===== config.mk =====
export PLATFORM = sky130hd
export DESIGN_NAME = ram_access_ctrl
export DESIGN_NICKNAME = d
export VERILOG_FILES = /design/src/rtl/ram_access_ctrl_pkg.sv /design/src/rtl/ram_row_decoder.sv /design/src/rtl/ram_access_ctrl.sv
export SDC_FILE = /design/constraint.sdc
export NUM_CORES = 1
export LEC_CHECK = 0
export CAP_MARGIN = 20
export CORE_MARGIN = 3
export CORE_UTILIZATION = 41
export DETAILED_ROUTE_END_ITERATION = 7
export GPL_TIMING_DRIVEN = 0
export PLACE_DENSITY = 0.76
export SLEW_MARGIN = 30
export SYNTH_ARGS = -nofsm -noshare
export SYNTH_HDL_FRONTEND = slang
export SYNTH_SLANG_ARGS = --single-unit

===== constraint.sdc =====
create_clock -name clk -period 1.91 [get_ports clk]
set_clock_uncertainty 0.2 [all_clocks]
set_input_delay 0.191 -clock clk [delete_from_list [all_inputs] [get_ports clk]]
set_output_delay 0.191 -clock clk [all_outputs]
set_load 0.01 [all_outputs]

===== src/rtl/ram_access_ctrl_pkg.sv =====
// Shared definitions for the RAM access controller: FSM states, default
// geometry and the address range helper used by the row decoders.
package ram_access_ctrl_pkg;

  localparam int DEF_DW   = 11;
  localparam int DEF_ROWS = 16;
  localparam int DEF_AW   = 4;

  typedef enum logic [1:0] {
    IDLE  = 2'd0,
    WRITE = 2'd1,
    READ  = 2'd2,
    RESP  = 2'd3
  } state_t;

  // True when a row address falls inside the populated rows.
  function automatic logic addr_in_range(input logic [31:0] addr, input int rows);
    return (addr < 32'(rows));
  endfunction

endpackage


===== src/rtl/ram_row_decoder.sv =====
// Address to one-hot row decoder. Addresses beyond the populated rows
// decode to an all-zero vector and clear the range flag.
module ram_row_decoder
  import ram_access_ctrl_pkg::*;
#(
  parameter int AW   = DEF_AW,
  parameter int ROWS = DEF_ROWS
) (
  input  logic            i_en,
  input  logic [AW-1:0]   i_addr,
  output logic [ROWS-1:0] o_sel,
  output logic            o_in_range
);

  // Gated one-hot decode; the range flag is independent of the enable.
  always_comb begin
    o_sel      = '0;
    o_in_range = addr_in_range(32'(i_addr), ROWS);
    for (int i = 0; i < ROWS; i++) begin
      if (i_en && (32'(i_addr) == 32'(i))) begin
        o_sel[i] = 1'b1;
      end else begin
        o_sel[i] = 1'b0;
      end
    end
  end

endmodule


===== src/rtl/ram_access_ctrl.sv =====
// Request/response front end for a row-organised RAM. A request is taken
// in IDLE, drives the row selects for exactly one cycle (WRITE or READ) and
// is then presented as a held response until the consumer accepts it.
// Selects are decoded from the request inputs and registered on the accept
// edge so they are active in the very next cycle.
module ram_access_ctrl
  import ram_access_ctrl_pkg::*;
#(
  parameter int DW   = DEF_DW,
  parameter int ROWS = DEF_ROWS,
  parameter int AW   = DEF_AW
) (
  input  logic            clk,
  input  logic            reset,
  input  logic            req_valid,
  output logic            req_ready,
  input  logic            req_we,
  input  logic [AW-1:0]   req_addr_1,
  input  logic [AW-1:0]   req_addr_2,
  input  logic [DW-1:0]   req_wdata,
  output logic [DW-1:0]   Write_Data,
  output logic [ROWS-1:0] Write_Select,
  output logic [ROWS-1:0] Read_Select_1,
  output logic [ROWS-1:0] Read_Select_2,
  input  logic [DW-1:0]   Read_Data_1,
  input  logic [DW-1:0]   Read_Data_2,
  output logic            rsp_valid,
  input  logic            rsp_ready,
  output logic [DW-1:0]   rsp_data_1,
  output logic [DW-1:0]   rsp_data_2,
  output logic            rsp_err
);

  state_t          r_state;
  logic            r_oor_1;
  logic            r_oor_2;

  logic [ROWS-1:0] w_wr_sel;
  logic [ROWS-1:0] w_rd1_sel;
  logic [ROWS-1:0] w_rd2_sel;
  logic            w_wr_in_range;
  logic            w_rd1_in_range;
  logic            w_rd2_in_range;
  logic            w_accept;

  assign w_accept = req_valid && req_ready;

  ram_row_decoder #(.AW(AW), .ROWS(ROWS)) u_wr_dec (
    .i_en       (req_we),
    .i_addr     (req_addr_1),
    .o_sel      (w_wr_sel),
    .o_in_range (w_wr_in_range)
  );

  ram_row_decoder #(.AW(AW), .ROWS(ROWS)) u_rd1_dec (
    .i_en       (!req_we),
    .i_addr     (req_addr_1),
    .o_sel      (w_rd1_sel),
    .o_in_range (w_rd1_in_range)
  );

  ram_row_decoder #(.AW(AW), .ROWS(ROWS)) u_rd2_dec (
    .i_en       (!req_we),
    .i_addr     (req_addr_2),
    .o_sel      (w_rd2_sel),
    .o_in_range (w_rd2_in_range)
  );

  // Transaction FSM with all outputs registered.
  always_ff @(posedge clk) begin
    if (!reset) begin
      r_state       <= IDLE;
      r_oor_1       <= 1'b0;
      r_oor_2       <= 1'b0;
      req_ready     <= 1'b1;
      Write_Data    <= '0;
      Write_Select  <= '0;
      Read_Select_1 <= '0;
      Read_Select_2 <= '0;
      rsp_valid     <= 1'b0;
      rsp_data_1    <= '0;
      rsp_data_2    <= '0;
      rsp_err       <= 1'b0;
    end else begin
      case (r_state)
        IDLE: begin
          if (w_accept) begin
            req_ready <= 1'b0;
            if (req_we) begin
              // Write_Data keeps this value after the write cycle.
              Write_Data   <= req_wdata;
              Write_Select <= w_wr_sel;
              r_oor_1      <= !w_wr_in_range;
              r_oor_2      <= 1'b0;
              r_state      <= WRITE;
            end else begin
              Read_Select_1 <= w_rd1_sel;
              Read_Select_2 <= w_rd2_sel;
              r_oor_1       <= !w_rd1_in_range;
              r_oor_2       <= !w_rd2_in_range;
              r_state       <= READ;
            end
          end else begin
            req_ready <= 1'b1;
            r_state   <= IDLE;
          end
        end

        WRITE: begin
          Write_Select <= '0;
          rsp_data_1   <= '0;
          rsp_data_2   <= '0;
          rsp_err      <= r_oor_1;
          rsp_valid    <= 1'b1;
          r_state      <= RESP;
        end

        READ: begin
          Read_Select_1 <= '0;
          Read_Select_2 <= '0;
          // An out-of-range port had no row selected; report zero for it.
          if (r_oor_1) begin
            rsp_data_1 <= '0;
          end else begin
            rsp_data_1 <= Read_Data_1;
          end
          if (r_oor_2) begin
            rsp_data_2 <= '0;
          end else begin
            rsp_data_2 <= Read_Data_2;
          end
          rsp_err   <= r_oor_1 | r_oor_2;
          rsp_valid <= 1'b1;
          r_state   <= RESP;
        end

        RESP: begin
          if (rsp_ready) begin
            rsp_valid <= 1'b0;
            req_ready <= 1'b1;
            r_state   <= IDLE;
          end else begin
            rsp_valid <= 1'b1;
            r_state   <= RESP;
          end
        end

        default: begin
          r_state       <= IDLE;
          req_ready     <= 1'b1;
          Write_Select  <= '0;
          Read_Select_1 <= '0;
          Read_Select_2 <= '0;
          rsp_valid     <= 1'b0;
        end
      endcase
    end
  end

endmodule


* After elaboration in Yosys (flattened, before gate mapping)
Index checks and enable logic that the tools add are counted.
W data, S select, Z words.
** Word-level totals
- Register bits after elaboration :: 86
- Output and inout bits :: 84
- Word-level logic and storage cells :: 179
- Bits of input ports :: 46
** Operators by class
- Multiplexer cells :: 69
- Eq/ne operators :: 37
- Reduce and logical (&&, ||, !) cells :: 63
** Operator list (count)
- $mux W16 :: 6
- $pmux W16 S2 :: 3
- $eq A4 B4 Y1 const B :: 16
- $mux W1 :: 52
- $logic_and A1 B1 Y1 :: 49
- $pmux W11 S2 :: 2
- $eq A4 B3 Y1 const B :: 8
- $eq A4 B2 Y1 const B :: 4
- $reduce_bool A2 Y1 :: 5
- $reduce_and A3 Y1 :: 3
- $eq A4 B1 Y1 const B :: 2
- $logic_not A4 Y1 :: 2
- $ne A2 B2 Y1 const B :: 4
- $mux W2 :: 3
- $pmux W2 S3 :: 1
- $eq A2 B2 Y1 const B :: 2
- $pmux W1 S2 :: 2
- $eq A2 B1 Y1 const B :: 1
- $logic_not A2 Y1 :: 1
- $reduce_and A2 Y1 :: 1
- $reduce_or A2 Y1 :: 1
- $logic_not A1 Y1 :: 1

* Depth between registers and ports, before layout
- Word-level depth :: 6
- Mapped depth :: 6
- Depth with buffers taken out :: 5

* By module
A second synthesis with hierarchy kept.
** Second synthesis, totals
- Cell total of the unflattened synthesis :: 440
- Area total of the unflattened synthesis :: 3933.8 um2
** Modules (own cells, without submodules)
- ram_access_ctrl :: times used 1, cells each 365, sequential area each 1761.7 um2, area an instance 3547.2 um2
- ram_row_decoder :: times used 3, cells each 25, sequential area each 0.0 um2, area an instance 128.9 um2

* Worst setup path after synthesis
No wires, ideal clock.
- Path type :: register -> register
- Start point :: reg r_state[0]
- End point :: reg Read_Select_1[10]
- Slack :: 95 ps
- Buffers on the path :: 1
- Cell stages (with the launch flop) :: 6
- Arrival time :: 1544 ps
- Path through :: dfxtp_1 inv_1 ha_1 a221oi_4 buf_8 mux2i_1
** Between the ends
- Word-level cells in the longest chain between the ends :: 3
** Ends and longest elaborated chain
- start: declaration :: line ram_access_ctrl.sv:34 : state_t r_state;
- start signal: assignment :: line ram_access_ctrl.sv:72 : r_state <= IDLE;
- start signal: assignment :: line ram_access_ctrl.sv:95 : r_state <= WRITE;
- start signal: assignment :: line ram_access_ctrl.sv:101 : r_state <= READ;
- $eq A2 B2 Y1 / $logic_not A2 Y1 (equally long branches) :: line ram_access_ctrl.sv:85 : case (r_state)
- $reduce_bool A2 Y1 (no line) / $ne A2 B2 Y1 (equally long branches)
- $reduce_and A3 Y1 (no line)
- end signal: assignment :: line ram_access_ctrl.sv:97 : Read_Select_1 <= w_rd1_sel;
- end: declaration :: line ram_access_ctrl.sv:23 : output logic [ROWS-1:0] Read_Select_1,
Several ways; a longest one is shown, not always the timed one.
A chain may end at the register's enable or synchronous reset.

* Worst setup path after layout
- Start point :: reg r_state[1]
- End point :: reg Read_Select_2[3]
** Between the ends
- Word-level cells in the longest chain between the ends :: 3
** Ends and longest elaborated chain
- $eq A2 B2 Y1 / $logic_not A2 Y1 (equally long branches) :: line ram_access_ctrl.sv:85
- $reduce_bool A2 Y1 (no line) / $ne A2 B2 Y1 (equally long branches)
- $reduce_and A3 Y1 (no line)
- end signal: assignment :: line ram_access_ctrl.sv:98 : Read_Select_2 <= w_rd2_sel;
- end: declaration :: line ram_access_ctrl.sv:24 : output logic [ROWS-1:0] Read_Select_2,
Several ways; a longest one is shown, not always the timed one.

==> results.json <==
{
  "status": "completed",
  "grt_util_all_layers": 0.197,
  "cts_buffer_depth": 2,
  "num_antenna_cells": 0,
  "drtIter0Drc": 126,
  "hold_viol": 0,
  "area_delta_synth_final_pct": 47.8,
  "wl_per_cell_um": 15.1,
  "synth_edf_count": 0,
  "synth_nets": 460,
  "max_freq_mhz": 552,
  "clk_pin_slew_worst_paths_ns": 0.09,
  "path_max_fanout": 10,
  "grt_pass1_vias": 3389,
  "path_cells": "inv_2 -> ha_4 -> a221oi_4 -> buf_4 -> buf_8 -> mux2i_2",
  "synth-main-ff-cell": "dfxtp_1",
  "htreeDepth": 3,
  "synth_top_area_share": 0.451,
  "min_period_over_period": 0.948,
  "finalMaxSlewViolations": 0,
  "final_util": 0.630,
  "cts_sinks": 85,
  "hpwl_um": 7570,
  "crit_arrival_ns": 1.88,
  "gr-total-overflow": 0,
  "numCtsBuffers": 9,
  "route.detailed.drc": 0,
  "slowest_delay_ns": 0.40,
  "synth.area.top_cells": "dfxtp_1 (45%), mux2i_1 (13%), nand2_1 (9.6%), nand3_1 (6.0%), a21boi_0 (4.6%)",
  "tritoncts": "built",
  "fin_cells": 665,
  "synth_top_area_cell": "dfxtp_1",
  "tightest_slew_ns": 0.571,
  "yosysWarnings": 0,
  "relSlewSlack": 0.619,
  "worstHoldEndpoint": "Write_Data[3]$_SDFFE_PN0P_",
  "ys_seq_area_frac": 0.451,
  "post-place-cells": 644,
  "vdd_ir_drop_max_v": 0.000386,
  "cpMaxStageDelayCell": "dfxtp_1",
  "clkLatencyLatePin_ns": 0.34,
  "synthCells": 408,
  "grt_pass1_wl_um": 16500,
  "fill_cells": 772,
  "die_height_um": 102,
  "grt_max_degree": 14,
  "required_ns": 1.98,
  "io_buffers": 128,
  "path_class": "reg -> reg",
  "reg2reg_slack_ns": 0.1,
  "antenna_found_initial": 0,
  "period_minus_slack_ns": 1.81,
  "min_path_cells": 3,
  "ios": 130,
  "r2r_cells": 6,
  "power_density_nw_per_um2": 723,
  "syn_area_per_cell_um2": 9.24,
  "vias": 3328,
  "routabilityCongestion": 0.788,
  "dpl_cell_area_um2": 5190,
  "worstHoldPathType": "in -> reg",
  "worstHoldStart": "req_wdata[3]",
  "drive_gt1_frac": 0.110,
  "synth_cell_types": 37,
  "die-width_um": 102,
  "die_area_um2": 10400,
  "cap_violations": 0,
  "start_util": 0.426,
  "viasPerCell": 5.00,
  "cts_root_buf": "clkbuf_8",
  "p_leak_nw": 1.97,
  "ant_nets": 0,
  "final_area_um2": 5570,
  "nets": 606,
  "rsz0062_at_grt": "false",
  "finalSetupViolCount": 0,
  "wl_um": 10000,
  "worstReg2RegStart": "r_state[1]$_SDFF_PN0_",
  "endpoint_kind": "flip-flop",
  "start_kind": "flip-flop",
  "first_pass_iters": 4,
  "synth-async-reset-ratio": 0,
  "core_area_um2": 8850,
  "synth-seq-cells": 85,
  "placementRows": 34,
  "r2r_end": "Read_Select_2[3]$_SDFFE_PN0P_",
  "synthesis.area_um2": 3770
}
==> worst max-delay path by stage <==
stage,startpoint,end,slack [ns],depth (start not counted)
2_1_floorplan,r_state[0]$_SDFF_PN0_,Read_Select_1[10]$_SDFFE_PN0P_,0.09,5
3_3_place_gp,req_we,Read_Select_1[8]$_SDFFE_PN0P_,-0.21,4
3_5_place_dp,req_we,Read_Select_1[10]$_SDFFE_PN0P_,-0.29,4
4_1_cts,r_state[0]$_SDFF_PN0_,Read_Select_1[13]$_SDFFE_PN0P_,0.01,6
5_1_grt,r_state[0]$_SDFF_PN0_,Read_Select_1[9]$_SDFFE_PN0P_,0.004,7
6_report,r_state[1]$_SDFF_PN0_,Read_Select_2[3]$_SDFFE_PN0P_,0.1,6
==> state kept, by name, indices dropped and copies added (netlist names) <==
name / count
Read_Select_1: 16
Read_Select_2: 16
Write_Data: 11
Write_Select: 16
r_state: 2
req_ready: 1
rsp_data_1: 11
rsp_data_2: 11
rsp_valid: 1
==> kinds of logic after synthesis <==
group           Yosys count  synth area share
other cells               1          0.000994
buf+inv                  33            0.0484
fa+ha+maj                 6            0.0199
compound gates           41            0.0803
simple gates            193             0.269
mux                      49             0.130
flops                    85             0.451
==> critical path, delay by kind of cell (launching register included) <==
kind / cells / cell delay [ns]
multiplexers: 1 / 0.22
AO/OA/AOI/OAI: 1 / 0.26
flip-flops: 1 / 0.40
adder cells (fa/ha/maj): 1 / 0.19
buffers and inverters: 3 / 0.47
==> Yosys cell counts (2+ instances only) <==
| library cell | instances |
|---|---|
| nand2_1 | 96 |
| dfxtp_1 | 85 |
| mux2i_1 | 48 |
| nand3_1 | 45 |
| a21boi_0 | 23 |
| nand2b_1 | 22 |
| clkbuf_1 | 16 |
| o21ai_0 | 13 |
| ha_1 | 6 |
| and3b_1 | 5 |
| inv_1 | 5 |
| and4bb_2 | 4 |
| nor2_1 | 4 |
| and3_1 | 3 |
| buf_1 | 3 |
| buf_8 | 3 |
| nor4b_1 | 3 |
| buf_2 | 2 |
| buf_4 | 2 |
| buf_6 | 2 |
| nor2b_1 | 2 |
==> power by group <==
part / total, mW / internal (mW) / leakage [nW] / switching, mW
Clock: 1.52 / 0.891 / 0.114 / 0.631
Sequential: 1.83 / 1.81 / 0.687 / 0.0222
Combinational: 0.680 / 0.352 / 1.17 / 0.328
Total: 4.03 / 3.05 / 1.97 / 0.982
==> metrics by stage <==
stage | hold slack, ns | TNS (ns) | power [mW] | setup WS, ns
after CTS | 0.202 | 0 | 4.02 | 0.0119
after global placement | 0.242 | -9.43 | 2.48 | -0.215
after global routing | 0.217 | 0 | 4.18 | 0.00383
after detailed placement | 0.247 | -12.76 | 2.49 | -0.293
final | 0.209 | 0 | 4.03 | 0.0997
after floorplan | 0.0992 | 0 | 2.24 | 0.0948
==> layout make-up <==
class	instances	area, um2	share of cell area
Buffer	27	171	0.0308
Clock buffer	10	138	0.0247
Clock inverter	4	97.6	0.0175
Inverter	5	18.8	0.00337
Multi-Input combinational cell	290	1970	0.353
Sequential cell	85	1700	0.306
Tap cell	108	135	0.0242
Timing Repair Buffer	136	1340	0.241
==> what timing repair did <==
item                       4_1_cts  5_1_grt
hold buffers                     0        0
setup endpoints to repair       64       58
setup buffers                    2        6
hold endpoints to repair         0        0
pin swaps                        1        3
gates resized for setup         10       15
==> routing by layer <==
metal | share of wire | track usage | routed length, um
met2 | 0.50 | 0.342 | 5020
met3 | 0.066 | 0.0628 | 663
met5 | 0 | 0 | 0
met4 | 0.0082 | 0.0444 | 82
met1 | 0.43 | 0.239 | 4270
==> placed cells by master (no fill, tap or decap), types with 10 or more instances in the layout <==
cell type        netlist  final
clkbuf_1              16     10
nand2_1               96     96
clkdlybuf4s50_1        0    127
mux2i_1               48     47
dfxtp_1               85     84
o21ai_0               13     13
a21boi_0              23     23
nand2b_1              22     22
nand3_1               45     45
clkbuf_8               0     10
No activity file was read; power rests on OpenSTA's default activity.
